### config.mk
export PLATFORM = sky130hd
export DESIGN_NAME = chimera_pmu_sequencer
export DESIGN_NICKNAME = d
export VERILOG_FILES = /design/src/rtl/chimera_pkg.sv /design/src/rtl/chimera_pmu_timer.sv /design/src/rtl/chimera_pmu_sequencer.sv
export SDC_FILE = /design/constraint.sdc
export NUM_CORES = 1
export LEC_CHECK = 0
export CAP_MARGIN = 20
export CORE_ASPECT_RATIO = 0.6
export CORE_MARGIN = 2
export CORE_UTILIZATION = 30
export DETAILED_ROUTE_END_ITERATION = 12
export GPL_TIMING_DRIVEN = 0
export PLACE_DENSITY_LB_ADDON = 0.1
export SETUP_SLACK_MARGIN = 0.3
export SYNTH_ARGS = -nofsm -noshare
export SYNTH_HDL_FRONTEND = slang
export SYNTH_SLANG_ARGS = --single-unit
### constraint.sdc
create_clock -name clk_i -period 8.37 [get_ports clk_i]
set_clock_uncertainty 0.15 [all_clocks]
set_input_delay 2.511 -clock clk_i [delete_from_list [all_inputs] [get_ports clk_i]]
set_output_delay 2.511 -clock clk_i [all_outputs]
set_load 0.1 [all_outputs]
### src/rtl/chimera_pkg.sv
// rtl/chimera_pkg.sv - shared types and constants for the chimera PMU sequencer
package chimera_pkg;

  // Sequencer FSM states
  typedef enum logic [2:0] {
    PMU_IDLE    = 3'd0,
    PMU_ISO_ON  = 3'd1,
    PMU_RST_ON  = 3'd2,
    PMU_RST_OFF = 3'd3,
    PMU_ISO_OFF = 3'd4,
    PMU_RESP    = 3'd5
  } pmu_seq_state_e;

  localparam int unsigned PmuTimeoutCyclesDefault = 256;

  // Largest of three cycle counts; sizes the shared sequencing counter
  function automatic int unsigned pmu_max3(input int unsigned a,
                                           input int unsigned b,
                                           input int unsigned c);
    int unsigned m;
    m = a;
    if (b > m) m = b;
    if (c > m) m = c;
    return m;
  endfunction

endpackage

### src/rtl/chimera_pmu_timer.sv
// rtl/chimera_pmu_timer.sv - saturating cycle counter with clear/enable/limit compare
module chimera_pmu_timer
  import chimera_pkg::*;
#(
  parameter int unsigned CntW = 9
) (
  input  logic            clk_i,
  input  logic            rst_i,
  input  logic            clear_i,
  input  logic            enable_i,
  input  logic [CntW-1:0] limit_i,
  output logic            done_o
);

  logic [CntW-1:0] r_count;

  // Count up while enabled; clear wins over enable; hold at all-ones
  always_ff @(posedge clk_i) begin
    if (rst_i || clear_i) begin
      r_count <= '0;
    end else if (enable_i && (r_count != {CntW{1'b1}})) begin
      r_count <= r_count + 1'b1;
    end
  end

  assign done_o = (r_count == limit_i);

endmodule

### src/rtl/chimera_pmu_sequencer.sv
// rtl/chimera_pmu_sequencer.sv - per-cluster isolation/reset power sequencer
module chimera_pmu_sequencer
  import chimera_pkg::*;
#(
  parameter int unsigned NumClusters   = 5,
  parameter int unsigned ResetCycles   = 16,
  parameter int unsigned SettleCycles  = 8,
  parameter int unsigned TimeoutCycles = PmuTimeoutCyclesDefault,
  localparam int unsigned IdxW = (NumClusters > 1) ? $clog2(NumClusters) : 1
) (
  input  logic                   clk_i,
  input  logic                   rst_i,
  input  logic                   cmd_valid_i,
  output logic                   cmd_ready_o,
  input  logic [IdxW-1:0]        cmd_cluster_i,
  input  logic                   cmd_on_i,
  output logic                   rsp_valid_o,
  input  logic                   rsp_ready_i,
  output logic                   rsp_err_o,
  output logic [NumClusters-1:0] rst_clusters_no,
  output logic [NumClusters-1:0] iso_en_clusters_o,
  input  logic [NumClusters-1:0] iso_ack_clusters_i,
  output logic [NumClusters-1:0] cluster_on_o,
  output logic                   busy_o
);

  localparam int unsigned CntW = $clog2(pmu_max3(ResetCycles, SettleCycles, TimeoutCycles)) + 1;
  localparam logic [CntW-1:0] ResetLim   = CntW'(ResetCycles - 1);
  localparam logic [CntW-1:0] SettleLim  = CntW'(SettleCycles - 1);
  localparam logic [CntW-1:0] TimeoutLim = CntW'(TimeoutCycles - 1);

  pmu_seq_state_e         r_state;
  logic [IdxW-1:0]        r_idx;
  logic                   r_cmd_ready;
  logic                   r_rsp_valid;
  logic                   r_rsp_err;
  logic                   r_busy;
  logic [NumClusters-1:0] r_rst_n;
  logic [NumClusters-1:0] r_iso_en;
  logic [NumClusters-1:0] r_cluster_on;

  logic                   w_idx_ok;
  logic                   w_ack;
  logic                   w_tmr_clr;
  logic                   w_tmr_en;
  logic                   w_tmr_done;
  logic [CntW-1:0]        w_tmr_limit;

  assign w_idx_ok = (32'(cmd_cluster_i) < NumClusters);
  assign w_ack    = iso_ack_clusters_i[r_idx];
  assign w_tmr_en = (r_state != PMU_IDLE) && (r_state != PMU_RESP);

  // Timer limit per state; clear whenever the FSM is about to leave a counting
  // state so every counting state starts from zero on entry
  always_comb begin
    w_tmr_limit = TimeoutLim;
    w_tmr_clr   = 1'b1;
    case (r_state)
      PMU_ISO_ON: begin
        w_tmr_limit = TimeoutLim;
        w_tmr_clr   = w_ack | w_tmr_done;
      end
      PMU_ISO_OFF: begin
        w_tmr_limit = TimeoutLim;
        w_tmr_clr   = ~w_ack | w_tmr_done;
      end
      PMU_RST_ON: begin
        w_tmr_limit = ResetLim;
        w_tmr_clr   = w_tmr_done;
      end
      PMU_RST_OFF: begin
        w_tmr_limit = SettleLim;
        w_tmr_clr   = w_tmr_done;
      end
      default: begin
        w_tmr_limit = TimeoutLim;
        w_tmr_clr   = 1'b1;
      end
    endcase
  end

  chimera_pmu_timer #(
    .CntW (CntW)
  ) u_timer (
    .clk_i    (clk_i),
    .rst_i    (rst_i),
    .clear_i  (w_tmr_clr),
    .enable_i (w_tmr_en),
    .limit_i  (w_tmr_limit),
    .done_o   (w_tmr_done)
  );

  // Sequencing FSM: command latch, per-cluster reset/isolation/status bits, response
  always_ff @(posedge clk_i) begin
    if (rst_i) begin
      r_state      <= PMU_IDLE;
      r_idx        <= '0;
      r_cmd_ready  <= 1'b1;
      r_rsp_valid  <= 1'b0;
      r_rsp_err    <= 1'b0;
      r_busy       <= 1'b0;
      r_rst_n      <= '0;
      r_iso_en     <= '1;
      r_cluster_on <= '0;
    end else begin
      case (r_state)
        PMU_IDLE: begin
          if (cmd_valid_i) begin
            r_idx       <= cmd_cluster_i;
            r_cmd_ready <= 1'b0;
            r_busy      <= 1'b1;
            if (!w_idx_ok) begin
              r_state     <= PMU_RESP;
              r_rsp_valid <= 1'b1;
              r_rsp_err   <= 1'b1;
            end else if (cmd_on_i == r_cluster_on[cmd_cluster_i]) begin
              r_state     <= PMU_RESP;
              r_rsp_valid <= 1'b1;
              r_rsp_err   <= 1'b0;
            end else if (!cmd_on_i) begin
              r_state                      <= PMU_ISO_ON;
              r_iso_en[cmd_cluster_i]      <= 1'b1;
              r_cluster_on[cmd_cluster_i]  <= 1'b0;
            end else begin
              r_state                 <= PMU_RST_OFF;
              r_rst_n[cmd_cluster_i]  <= 1'b1;
            end
          end
        end
        PMU_ISO_ON: begin
          if (w_ack) begin
            r_state        <= PMU_RST_ON;
            r_rst_n[r_idx] <= 1'b0;
          end else if (w_tmr_done) begin
            r_state             <= PMU_RESP;
            r_iso_en[r_idx]     <= 1'b1;
            r_rst_n[r_idx]      <= 1'b0;
            r_cluster_on[r_idx] <= 1'b0;
            r_rsp_valid         <= 1'b1;
            r_rsp_err           <= 1'b1;
          end
        end
        PMU_RST_ON: begin
          if (w_tmr_done) begin
            r_state     <= PMU_RESP;
            r_rsp_valid <= 1'b1;
            r_rsp_err   <= 1'b0;
          end
        end
        PMU_RST_OFF: begin
          if (w_tmr_done) begin
            r_state         <= PMU_ISO_OFF;
            r_iso_en[r_idx] <= 1'b0;
          end
        end
        PMU_ISO_OFF: begin
          if (!w_ack) begin
            r_state             <= PMU_RESP;
            r_cluster_on[r_idx] <= 1'b1;
            r_rsp_valid         <= 1'b1;
            r_rsp_err           <= 1'b0;
          end else if (w_tmr_done) begin
            r_state             <= PMU_RESP;
            r_iso_en[r_idx]     <= 1'b1;
            r_rst_n[r_idx]      <= 1'b0;
            r_cluster_on[r_idx] <= 1'b0;
            r_rsp_valid         <= 1'b1;
            r_rsp_err           <= 1'b1;
          end
        end
        PMU_RESP: begin
          if (rsp_ready_i) begin
            r_state     <= PMU_IDLE;
            r_rsp_valid <= 1'b0;
            r_rsp_err   <= 1'b0;
            r_cmd_ready <= 1'b1;
            r_busy      <= 1'b0;
          end
        end
        default: begin
          r_state <= PMU_IDLE;
        end
      endcase
    end
  end

  assign cmd_ready_o       = r_cmd_ready;
  assign rsp_valid_o       = r_rsp_valid;
  assign rsp_err_o         = r_rsp_err;
  assign busy_o            = r_busy;
  assign rst_clusters_no   = r_rst_n;
  assign iso_en_clusters_o = r_iso_en;
  assign cluster_on_o      = r_cluster_on;

endmodule

==> results.sh <==
export IMPL_status="finished clean"
export IMPL_finalPower_w=0.000882
export IMPL_hold_viol_final=0
export IMPL_viasPerCell=5.59
export IMPL_met1_usage_pct=30.8
export IMPL_drtIter0Drc=218
export IMPL_grt_max_degree=12
export IMPL_p_clk_share_pct=21.6
export IMPL_worst_pin_slew_ns=0.983
export IMPL_crit_buf_inv=3
export IMPL_endpoint="rsp_valid_o"
export IMPL_cts_hold_buf=0
export IMPL_syn_avg_cell_area_sq_um=7.70
export IMPL_fmax_mhz=185
export IMPL_grt_antenna_before_repair=0
export IMPL_maxCapViolations=0
export IMPL_rrSetupSlack_ns=5.63
export IMPL_r2r_end="rst_clusters_no[4]"
export IMPL_antenna_diode_count=0
export IMPL_grt_remaining_overflow=0
export IMPL_critPathTopFamily="compound AO/OA/AOI/OAI gates"
export IMPL_cts_setup_buffers=0
export IMPL_cts_tree="done"
export IMPL_io_buffers=28
export IMPL_die_h_microns=69.6
export IMPL_initial_core_util_pct=31.7
export IMPL_yosys_warnings=0
export IMPL_timing_rr_start="r_state[1]"
export IMPL_start_kind="input pin"
export IMPL_finalSetupViolations=0
export IMPL_tns_ns=0
export IMPL_hold_class="reg2reg"
export IMPL_crit_path_start="cmd_cluster_i[0]"
export IMPL_crit_type="in2reg"
export IMPL_grt_util_met2_pct=21.6
export IMPL_grt_busiest_layer="met1"
export IMPL_fin_crit_ns=5.42
export IMPL_synth_ff_type="dfxtp_1"
export IMPL_fp_coreArea_sq_um=6790
export IMPL_cp_num_cells=12
export IMPL_swShare_pct=49.0
export IMPL_fp_row_count=23
export IMPL_drive_gt1_share_pct=9.21
export IMPL_slew_violations=0
export IMPL_switching_power_w=0.000432
export IMPL_areaGrowthSynthToFinish_pct=25.1
export IMPL_syn_nets=296
export IMPL_slew_headroom_pct=34.2
export IMPL_insertion_delay_ns=0.28
export IMPL_worstPathArrival_ns=5.43
export IMPL_grt_pass1_vias=2017
export IMPL_drt_first_pass_iters=5
export IMPL_max_stage_delay_ns=0.57
export IMPL_p_comb_share_pct=55.3
export IMPL_avgRoutedWirePerCell_microns=17.1
export IMPL_synthesis_area_sq_um=2150
export IMPL_rsz0062_at_grt="false"
export IMPL_cts_sinks=34
export IMPL_power_frac_seq_pct=23.1
export IMPL_root_buffer="clkbuf_16"
export IMPL_clockBufferDepth=2
export IMPL_grt_pass1_wl_microns=11100
export IMPL_postCtsResizedCells=0
export IMPL_routed_wirelength_microns=6870
export IMPL_crit_chain="clkdlybuf4s50_1, clkbuf_1, nor2_1, a22oi_1, o22a_1, ha_1, inv_1, nand2_1, nand2_1, a221oi_1, a21oi_1, a2111oi_0"
export IMPL_reg2reg_depth=6
export IMPL_ant_nets=0
export IMPL_io_pins=32
export IMPL_die_area_sq_um=7880
export IMPL_grtUsageMet3_pct=4.28
export IMPL_gp_congestion=0.919
export IMPL_synthCells=279
export IMPL_crit_slowest_cell="a221oi_1"
export IMPL_end_kind="flip-flop"
export IMPL_path_max_fanout=10
export IMPL_synth_cell_type_count=62
export IMPL_worst_ep_required_time_ns=8.38
export IMPL_power_density_nw_per_um2=328
export IMPL_cellLeakagePower_nw=0.921
export IMPL_drc=0
export IMPL_crit_path_frequent_cell="nand2_1"
export IMPL_synth_seq_area_share_pct=31.7
export IMPL_clk_pin_slew_worst_paths_ns=0.06
export IMPL_synth_edf_count=0
export IMPL_place_hpwl_microns=5190
export IMPL_vdd_drop_max_v=0.000130
export IMPL_h_tree_depth=2
export IMPL_track_usage_pct=18.0
export IMPL_numCtsBuffers=5
export IMPL_vias=2249
export IMPL_async_flop_share_pct=0
export IMPL_die_w_microns=113
export IMPL_ys_ff_latch=34
export IMPL_p_int_w=0.000450
export IMPL_nets=331
export IMPL_fin_crit_sh_pct=64.7
==> layout by cell type, fill, tap and decap left out, types with 6 or more instances in the layout <==
cell             netlist  layout
o22ai_1                6       6
a21oi_1               23      23
nand2b_1               8       8
dfxtp_1               34      34
xor2_1                 6       6
clkbuf_1              11      11
inv_1                  7       7
nand3_1                7       7
o21ai_0               27      27
nor3_1                 7       7
nor2_1                26      26
nand2_1               31      31
clkdlybuf4s50_1        0      28
==> worst min path at each step <==
| stage | from | endpoint | cells past startpoint |
|---|---|---|---|
| floorplan | r_idx[0] | r_idx[0] | 2 |
| global placement | busy_o | busy_o | 2 |
| detailed placement | busy_o | busy_o | 2 |
| CTS | busy_o | busy_o | 2 |
| global route | cmd_ready_o | cmd_ready_o | 2 |
| finish | busy_o | busy_o | 2 |
==> state kept, by name (all words and copies together) (netlist names) <==
register	cells
busy_o	1
cluster_on_o	5
cmd_ready_o	1
iso_en_clusters_o	5
r_idx	3
r_state	3
rsp_err_o	1
rsp_valid_o	1
rst_clusters_no	5
u_timer.r_count	9
==> cell usage after synthesis (3+ instances only) <==
library cell	number	area [sq um]
nand3_1	7	35.0
dfxtp_1	34	681
nor2_1	26	97.6
mux2_2	3	33.8
nor3_1	7	35.0
nand2_1	31	116
xor2_1	6	52.6
o211ai_1	5	37.5
clkbuf_1	11	41.3
buf_2	3	15.0
inv_1	7	26.3
nand2b_1	8	50.1
nor2b_1	3	18.8
or3_1	4	25.0
a21boi_0	3	22.5
a31oi_1	4	25.0
o21ai_0	27	135
a21oi_1	23	115
mux2i_1	3	30.0
nand4_1	4	25.0
o22ai_1	6	37.5
ha_1	4	50.1
a32o_1	3	30.0
a211oi_1	3	22.5
==> layout make-up <==
cell class,instances,area (sq um)
tap,87,109
timing repair buffer,28,280
inverter,8,30.0
buffer,16,71.3
multi-input combinational,221,1370
sequential,34,681
fill,716,4100
clock buffer,6,139
clock inverter,2,12.5
==> power groups by stage <==
stage | logic [W] | registers [W] | clock network (W)
after global placement | 0.000478 | 0.000207 | 0
after floorplan | 0.000295 | 0.000266 | 0
after CTS | 0.000477 | 0.000204 | 0.000193
final | 0.000488 | 0.000204 | 0.000190
after detailed placement | 0.000475 | 0.000207 | 0
after global routing | 0.000527 | 0.000208 | 0.000204
==> per-stage QoR <==
step	std cells	hold slack [ns]	cell area, sq um	utilization (%)	setup WS (ns)
6_report	402	0.334	2690	39.6	2.95
5_1_grt	402	0.371	2690	39.6	2.78
4_1_cts	402	0.342	2690	39.6	2.98
3_5_place_dp	394	0.324	2540	37.4	2.72
3_3_place_gp	394	0.317	2540	37.4	2.70
2_1_floorplan	279	0.320	2150	-	3.56
==> per-layer routing <==
layer | routed length, microns | part of all wire (%)
met5 | 0 | 0
met4 | 40 | 0.58
met3 | 478 | 7.0
met2 | 2400 | 35
met1 | 3950 | 58
==> worst min-delay path: cells and delay by family, from the launching register on <==
| kind | cells | cell delay (ns) |
|---|---|---|
| AO/OA/AOI/OAI | 1 | 0.06 |
| flip-flops | 1 | 0.31 |
| AND/OR/NAND/NOR | 1 | 0.07 |
==> cell families after synthesis <==
family / Yosys count / share of synthesized area (%)
adders and majority gates: 4 / 2.33
AOI/OAI and AO/OA: 97 / 29.5
buffers and inverters: 24 / 4.71
xor gates and xnor gates: 8 / 3.26
and+or+nand+nor: 105 / 25.0
DFF: 34 / 31.7
muxes: 7 / 3.49
No activity file was read; power rests on OpenSTA's default activity.
